===== config.mk =====
export PLATFORM = sky130hd
export DESIGN_NAME = dqs_eye_track_ctrl_flat
export DESIGN_NICKNAME = d
export VERILOG_FILES = /design/src/rtl/dqs_eye_track_if.sv /design/src/rtl/dqs_eye_track_ctrl.sv /design/src/flat_wrapper.sv
export SDC_FILE = /design/constraint.sdc
export NUM_CORES = 1
export LEC_CHECK = 0
export ABC_CLOCK_PERIOD_IN_PS = 2900
export BUFFER_PORTS_ARGS = -buffer_cell sky130_fd_sc_hd__buf_2
export CAP_MARGIN = 25
export CORE_MARGIN = 2
export CORE_UTILIZATION = 52
export CTS_CLUSTER_SIZE = 24
export DETAILED_ROUTE_END_ITERATION = 8
export GPL_TIMING_DRIVEN = 0
export PLACE_DENSITY = 0.74
export SYNTH_ARGS = -nofsm -noshare
export SYNTH_HDL_FRONTEND = slang
export SYNTH_SLANG_ARGS = --single-unit

===== constraint.sdc =====
create_clock -name fab_clk -period 2.9 [get_ports fab_clk]
set_input_delay 0.58 -clock fab_clk [delete_from_list [all_inputs] [get_ports fab_clk]]
set_output_delay 0.58 -clock fab_clk [all_outputs]
set_load 0.05 [all_outputs]

===== src/rtl/dqs_eye_track_if.sv =====
// ============================================================================
// dqs_eye_track_if: control/status bundle between the DQS tracking controller
// and the byte-lane IOD.                                  Revision 1.0
// ============================================================================
`default_nettype none

interface dqs_eye_track_if;
    logic       train_en;
    logic       eye_monitor_early;
    logic       eye_monitor_late;
    logic       delay_line_out_of_range;
    logic       delay_line_load;
    logic       delay_line_move;
    logic       delay_line_direction;
    logic       eye_monitor_clear_flags;
    logic [2:0] eye_monitor_lane_width;
    logic [7:0] tap_count;
    logic       busy;
    logic       locked;
    logic       error;

    modport master (
        input  train_en,
        input  eye_monitor_early,
        input  eye_monitor_late,
        input  delay_line_out_of_range,
        output delay_line_load,
        output delay_line_move,
        output delay_line_direction,
        output eye_monitor_clear_flags,
        output eye_monitor_lane_width,
        output tap_count,
        output busy,
        output locked,
        output error
    );

    modport slave (
        output train_en,
        output eye_monitor_early,
        output eye_monitor_late,
        output delay_line_out_of_range,
        input  delay_line_load,
        input  delay_line_move,
        input  delay_line_direction,
        input  eye_monitor_clear_flags,
        input  eye_monitor_lane_width,
        input  tap_count,
        input  busy,
        input  locked,
        input  error
    );
endinterface

`default_nettype wire


===== src/rtl/dqs_eye_track_ctrl.sv =====
// ============================================================================
// dqs_eye_track_ctrl: closed-loop read-DQS delay tracking for one DDR3 byte
// lane, driven by the IOD eye-monitor EARLY/LATE flags.   Revision 1.0
// ============================================================================
`default_nettype none

module dqs_eye_track_ctrl #(
    parameter int         INIT_TAP       = 1,
    parameter int         MAX_TAP        = 255,
    parameter int         SETTLE_CYCLES  = 4,
    parameter int         VOTE_THRESHOLD = 3,
    parameter logic [2:0] EM_WIDTH       = 3'b001
) (
    input  wire logic          fab_clk,
    input  wire logic          reset_n,
    dqs_eye_track_if.master    bus
);

    typedef enum logic [2:0] {
        ST_IDLE   = 3'd0,
        ST_LOAD   = 3'd1,
        ST_CLEAR  = 3'd2,
        ST_SETTLE = 3'd3,
        ST_SAMPLE = 3'd4,
        ST_MOVE   = 3'd5,
        ST_ERR    = 3'd6
    } state_t;

    localparam logic        [7:0] C_INIT_TAP    = 8'(INIT_TAP);
    localparam logic        [7:0] C_MAX_TAP     = 8'(MAX_TAP);
    localparam logic        [7:0] C_SETTLE_LAST = 8'(SETTLE_CYCLES - 1);
    localparam logic signed [4:0] C_VOTE_POS    = 5'(VOTE_THRESHOLD);
    localparam logic signed [4:0] C_VOTE_NEG    = -C_VOTE_POS;
    localparam logic        [3:0] C_CENTRE_MAX  = 4'(VOTE_THRESHOLD);

    state_t             r_state;
    state_t             w_next;
    logic        [7:0]  r_settle;
    logic signed [4:0]  r_vote;
    logic signed [4:0]  w_vote_nxt;
    logic        [3:0]  r_centre;
    logic        [3:0]  w_centre_nxt;
    logic        [7:0]  r_tap;
    logic               r_load;
    logic               r_move;
    logic               r_dir;
    logic               r_clear;
    logic               r_busy;
    logic               r_locked;
    logic               r_error;
    logic               w_busy_st;
    logic               w_sample_go;
    logic               w_vote_up;
    logic               w_vote_dn;

    assign bus.delay_line_load         = r_load;
    assign bus.delay_line_move         = r_move;
    assign bus.delay_line_direction    = r_dir;
    assign bus.eye_monitor_clear_flags = r_clear;
    assign bus.eye_monitor_lane_width  = EM_WIDTH;
    assign bus.tap_count               = r_tap;
    assign bus.busy                    = r_busy;
    assign bus.locked                  = r_locked;
    assign bus.error                   = r_error;

    assign w_busy_st   = (r_state != ST_IDLE) && (r_state != ST_ERR);
    assign w_sample_go = (r_state == ST_SAMPLE) && bus.train_en
                         && !bus.delay_line_out_of_range;

    // One-sided samples accumulate a net vote; centred samples build lock confidence.
    always_comb begin
        w_vote_nxt   = r_vote;
        w_centre_nxt = r_centre;
        if (bus.eye_monitor_early && !bus.eye_monitor_late) begin
            w_vote_nxt   = (r_vote >= C_VOTE_POS) ? C_VOTE_POS : r_vote + 5'sd1;
            w_centre_nxt = '0;
        end else if (bus.eye_monitor_late && !bus.eye_monitor_early) begin
            w_vote_nxt   = (r_vote <= C_VOTE_NEG) ? C_VOTE_NEG : r_vote - 5'sd1;
            w_centre_nxt = '0;
        end else begin
            w_vote_nxt   = '0;
            w_centre_nxt = (r_centre >= C_CENTRE_MAX) ? C_CENTRE_MAX : r_centre + 4'd1;
        end
    end

    assign w_vote_up = (w_vote_nxt == C_VOTE_POS);
    assign w_vote_dn = (w_vote_nxt == C_VOTE_NEG);

    always_comb begin
        w_next = r_state;
        case (r_state)
            ST_IDLE:   if (bus.train_en) w_next = ST_LOAD;
            ST_LOAD:   w_next = ST_CLEAR;
            ST_CLEAR:  w_next = ST_SETTLE;
            ST_SETTLE: if (r_settle == C_SETTLE_LAST) w_next = ST_SAMPLE;
            ST_SAMPLE: begin
                if (w_vote_up) begin
                    w_next = (r_tap < C_MAX_TAP) ? ST_MOVE : ST_ERR;
                end else if (w_vote_dn) begin
                    w_next = (r_tap != 8'd0) ? ST_MOVE : ST_ERR;
                end else begin
                    w_next = ST_CLEAR;
                end
            end
            ST_MOVE:   w_next = ST_CLEAR;
            ST_ERR:    w_next = ST_ERR;
            default:   w_next = ST_IDLE;
        endcase
        if (w_busy_st && bus.delay_line_out_of_range) begin
            w_next = ST_ERR;
        end
        if (!bus.train_en) begin
            w_next = ST_IDLE;
        end
    end

    // Outputs are registered from the next state so each pulse lines up with its state.
    always_ff @(posedge fab_clk) begin
        if (!reset_n) begin
            r_state  <= ST_IDLE;
            r_settle <= '0;
            r_vote   <= '0;
            r_centre <= '0;
            r_tap    <= C_INIT_TAP;
            r_load   <= 1'b0;
            r_move   <= 1'b0;
            r_dir    <= 1'b0;
            r_clear  <= 1'b0;
            r_busy   <= 1'b0;
            r_locked <= 1'b0;
            r_error  <= 1'b0;
        end else begin
            r_state <= w_next;
            r_load  <= (w_next == ST_LOAD);
            r_move  <= (w_next == ST_MOVE);
            r_clear <= (w_next == ST_CLEAR);
            r_busy  <= (w_next != ST_IDLE) && (w_next != ST_ERR);

            if (r_state == ST_CLEAR) begin
                r_settle <= '0;
            end else if (r_state == ST_SETTLE) begin
                r_settle <= r_settle + 8'd1;
            end

            if (w_next == ST_LOAD) begin
                r_tap    <= C_INIT_TAP;
                r_vote   <= '0;
                r_centre <= '0;
                r_locked <= 1'b0;
                r_error  <= 1'b0;
            end else begin
                if (w_next == ST_ERR) begin
                    r_error <= 1'b1;
                end
                if (w_sample_go) begin
                    r_vote   <= w_vote_nxt;
                    r_centre <= w_centre_nxt;
                    if (w_next == ST_MOVE) begin
                        r_locked <= 1'b0;
                        r_dir    <= w_vote_up;
                    end else if (w_centre_nxt == C_CENTRE_MAX) begin
                        r_locked <= 1'b1;
                    end
                end
                // An issued MOVE pulse always moves the IOD, so the tap tracks it even if aborted.
                if (r_state == ST_MOVE) begin
                    r_tap  <= r_dir ? r_tap + 8'd1 : r_tap - 8'd1;
                    r_vote <= '0;
                end
            end
        end
    end

endmodule

`default_nettype wire


===== src/flat_wrapper.sv =====
// flat-port wrapper written by rule: the top's interface ports become plain ports
module dqs_eye_track_ctrl_flat 
#(
    parameter int         INIT_TAP       = 1,
    parameter int         MAX_TAP        = 255,
    parameter int         SETTLE_CYCLES  = 4,
    parameter int         VOTE_THRESHOLD = 3,
    parameter logic [2:0] EM_WIDTH       = 3'b001
)
  (fab_clk, reset_n, bus_train_en, bus_eye_monitor_early, bus_eye_monitor_late, bus_delay_line_out_of_range, bus_delay_line_load, bus_delay_line_move, bus_delay_line_direction, bus_eye_monitor_clear_flags, bus_eye_monitor_lane_width, bus_tap_count, bus_busy, bus_locked, bus_error);
  dqs_eye_track_if bus_i ();
  input  wire logic fab_clk;
  input  wire logic reset_n;
  input wire logic [$bits(bus_i.train_en)-1:0] bus_train_en;
  input wire logic [$bits(bus_i.eye_monitor_early)-1:0] bus_eye_monitor_early;
  input wire logic [$bits(bus_i.eye_monitor_late)-1:0] bus_eye_monitor_late;
  input wire logic [$bits(bus_i.delay_line_out_of_range)-1:0] bus_delay_line_out_of_range;
  output wire logic [$bits(bus_i.delay_line_load)-1:0] bus_delay_line_load;
  output wire logic [$bits(bus_i.delay_line_move)-1:0] bus_delay_line_move;
  output wire logic [$bits(bus_i.delay_line_direction)-1:0] bus_delay_line_direction;
  output wire logic [$bits(bus_i.eye_monitor_clear_flags)-1:0] bus_eye_monitor_clear_flags;
  output wire logic [$bits(bus_i.eye_monitor_lane_width)-1:0] bus_eye_monitor_lane_width;
  output wire logic [$bits(bus_i.tap_count)-1:0] bus_tap_count;
  output wire logic [$bits(bus_i.busy)-1:0] bus_busy;
  output wire logic [$bits(bus_i.locked)-1:0] bus_locked;
  output wire logic [$bits(bus_i.error)-1:0] bus_error;
  assign bus_i.train_en = bus_train_en;
  assign bus_i.eye_monitor_early = bus_eye_monitor_early;
  assign bus_i.eye_monitor_late = bus_eye_monitor_late;
  assign bus_i.delay_line_out_of_range = bus_delay_line_out_of_range;
  assign bus_delay_line_load = bus_i.delay_line_load;
  assign bus_delay_line_move = bus_i.delay_line_move;
  assign bus_delay_line_direction = bus_i.delay_line_direction;
  assign bus_eye_monitor_clear_flags = bus_i.eye_monitor_clear_flags;
  assign bus_eye_monitor_lane_width = bus_i.eye_monitor_lane_width;
  assign bus_tap_count = bus_i.tap_count;
  assign bus_busy = bus_i.busy;
  assign bus_locked = bus_i.locked;
  assign bus_error = bus_i.error;
  dqs_eye_track_ctrl #(.INIT_TAP(INIT_TAP), .MAX_TAP(MAX_TAP), .SETTLE_CYCLES(SETTLE_CYCLES), .VOTE_THRESHOLD(VOTE_THRESHOLD), .EM_WIDTH(EM_WIDTH)) u_core (.fab_clk(fab_clk), .reset_n(reset_n), .bus(bus_i));
endmodule

==> flow_metrics.env <==
export IMPL_nFillCells=365
export IMPL_cts_root_buffer="clkbuf_8"
export IMPL_clock_latency_ns=0.29
export IMPL_die_h_um=68.1
export IMPL_synth_top_family_by_area="simple AND/OR/NAND/NOR gates"
export IMPL_antenna_found_initial=0
export IMPL_startpoint="u_core.r_vote[0]"
export IMPL_crit_type="reg2reg"
export IMPL_num_rows=23
export IMPL_grt_pass1_vias=1664
export IMPL_p_total_mw=1.12
export IMPL_tightest_slew_ns=0.588
export IMPL_drc=0
export IMPL_power_density_nw_per_um2=450
export IMPL_synthXorXnorAreaFrac=0.0575
export IMPL_worstRegToRegCells=10
export IMPL_fin_nets=308
export IMPL_grtUsageTotal=0.217
export IMPL_hold_violations=0
export IMPL_portBuffers=19
export IMPL_yosys_area_share_simple=0.267
export IMPL_cp_arrival_ns=3.01
export IMPL_maxCapViolCount=0
export IMPL_fin_crit_sh=0.961
export IMPL_fp_dieW_um=68.1
export IMPL_async_reset_ff_frac=0
export IMPL_yosysTopAreaCell="dfxtp_1"
export IMPL_yosysMostFrequentCell="dfxtp_1"
export IMPL_clock_sinks=35
export IMPL_synthTopCellsByCount="dfxtp_1 (35), nor2_1 (33), nand2_1 (24)"
export IMPL_synth_warnings=0
export IMPL_cts_buffer_depth=2
export IMPL_synthCells=259
export IMPL_numCtsBuffers=5
export IMPL_hold_start="u_core.bus.error"
export IMPL_boundaryPins=24
export IMPL_critPathMaxFanout=8
export IMPL_cts_hold_buffers_added=0
export IMPL_crit_required_ns=3.12
export IMPL_yosys_area_share_adder=0.0739
export IMPL_leakagePower_nw=1.02
export IMPL_ant_nets=0
export IMPL_endpoint_kind="register"
export IMPL_grt_max_degree=12
export IMPL_dpl_hpwl_mm=3.29
export IMPL_routed_via_count=1905
export IMPL_synth_edf_count=0
export IMPL_setup_viol=0
export IMPL_ys_types=57
export IMPL_ys_seq_area_frac=0.328
export IMPL_synth_avg_cell_area_um2=8.24
export IMPL_ys_seq_elements=35
export IMPL_rr_startpoint="u_core.r_vote[0]"
export IMPL_status="complete, no violations"
export IMPL_wl_per_cell_um=13.4
export IMPL_min_path_type="reg2reg"
export IMPL_core_area_um2=3970
export IMPL_min_path_cells=2
export IMPL_fmax_ghz=0.359
export IMPL_synth_area_um2=2130
export IMPL_drv_slew=0
export IMPL_start_util=0.537
export IMPL_synth_area_leaders="dfxtp_1 (33%), ha_1 (6.5%), nor2_1 (5.8%), a21oi_1 (4.5%), nand2_1 (4.2%)"
export IMPL_synth_compound_area_frac=0.211
export IMPL_relSlewSlack=0.605
export IMPL_finClkSkew_ns=0.00331
export IMPL_drt_iter0_markers=162
export IMPL_start_kind="register"
export IMPL_h_tree_depth=2
export IMPL_clk_pin_slew_ns=0.07
export IMPL_cts_tree="yes"
export IMPL_drive_above_1_share=0.182
export IMPL_gp_congestion=0.885
export IMPL_grt_overflow=0
export IMPL_fp_dieArea_um2=4630
export IMPL_dp_slack_ns=-0.216
export IMPL_wirelength_mm=4.56
export IMPL_grt_pass1_wl_mm=7.54
export IMPL_setup_ws_ns=0.113
export IMPL_area_growth_pct=17.2
export IMPL_muxShareOfSynthArea=0.00938
export IMPL_peakVddDrop_mv=0.343
export IMPL_period_minus_slack_ns=2.79
export IMPL_n_antenna_cell=0
export IMPL_ys_flop_type="dfxtp_1"
export IMPL_viasPerCell=5.59
export IMPL_drt_pass1_iterations=4
export IMPL_synth_top_cell_area_share=0.328
## registers in the layout, indices dropped and copies added, names as in the netlist, 3 cells and up
signal,count
u_core.bus.tap_count,8
u_core.r_settle,8
u_core.r_vote,5
u_core.r_centre,4
u_core.r_state,3
## power breakdown
group / internal, mW / switching (mW)
combinational: 0.0385 / 0.0772
sequential: 0.485 / 0.00389
clock: 0.344 / 0.177
total: 0.867 / 0.258
## metrics by stage
| stage | hold slack, ns | setup TNS (ns) | cell area [µm²] | std cells | util |
|---|---|---|---|---|---|
| floorplan | 0.461 | 0 | 2140 | 260 | - |
| global placement | 0.456 | -0.595 | 2290 | 329 | 0.578 |
| detailed placement | 0.459 | -0.521 | 2290 | 329 | 0.578 |
| CTS | 0.482 | 0 | 2460 | 339 | 0.618 |
| global route | 0.510 | -0.0301 | 2500 | 341 | 0.630 |
| finish | 0.476 | 0 | 2500 | 341 | 0.630 |
## area by class of cell
class / count / area, µm² / share of cell area
multi-input combinational: 205 / 1360 / 0.542
sequential: 35 / 708 / 0.283
timing repair buffer: 23 / 138 / 0.0550
buffer: 12 / 75.1 / 0.0300
clock buffer: 6 / 72.6 / 0.0290
tap: 50 / 62.6 / 0.0250
clock inverter: 2 / 60.1 / 0.0240
inverter: 8 / 30.0 / 0.0120
## worst max-delay path, stage by stage (launching register included)
cell and delay (ns):
dfxtp_4 0.35, buf_12 0.13, ha_1 0.23, nor3_2 0.15, a211oi_1 0.09, or3_4 0.39, or4_4 0.46, a21oi_4 0.21
nand2_2 0.09, or4_1 0.47, a21oi_1 0.15
## logic make-up after synthesis
| logic type | after synthesis |
|---|---|
| and+or+nand+nor | 110 |
| DFF | 35 |
| muxes | 2 |
| buffers and inverters | 20 |
| xor gates and xnor gates | 14 |
| AOI/OAI and AO/OA | 64 |
| adders and majority gates | 12 |
| other | 2 |
## placed cells by master, fill, tap and decap left out, types with 6 or more instances in the layout
cell / count
nand3_1: 6
clkbuf_1: 6
xnor2_1: 6
a21o_1: 9
buf_4: 7
a211oi_1: 6
xor2_1: 8
nor2_1: 33
and3_1: 6
dfxtp_1: 33
buf_2: 19
inv_1: 7
o21ai_0: 6
ha_1: 10
nand2_1: 24
a21oi_1: 19
## timing repair
item                                    4_1_cts  5_1_grt
pin swaps                                     0        1
setup buffers                                 2        2
gates resized for setup                       4        4
endpoints found under the setup margin        7        4
## routing by layer
metal	track usage	part of all wire
met1	0.292	0.47
met2	0.340	0.48
met3	0.0526	0.033
met4	0.0725	0.015
met5	0	0
## path summary, 6_finish.rpt
check                                    endpoint  slack, ns
hold / removal                   u_core.bus.error       0.48
hold reg to reg                  u_core.bus.error       0.48
setup / recovery  u_core.bus.delay_line_direction       0.11
setup reg to reg  u_core.bus.delay_line_direction       0.11
(Power assumes the default switching activity.)
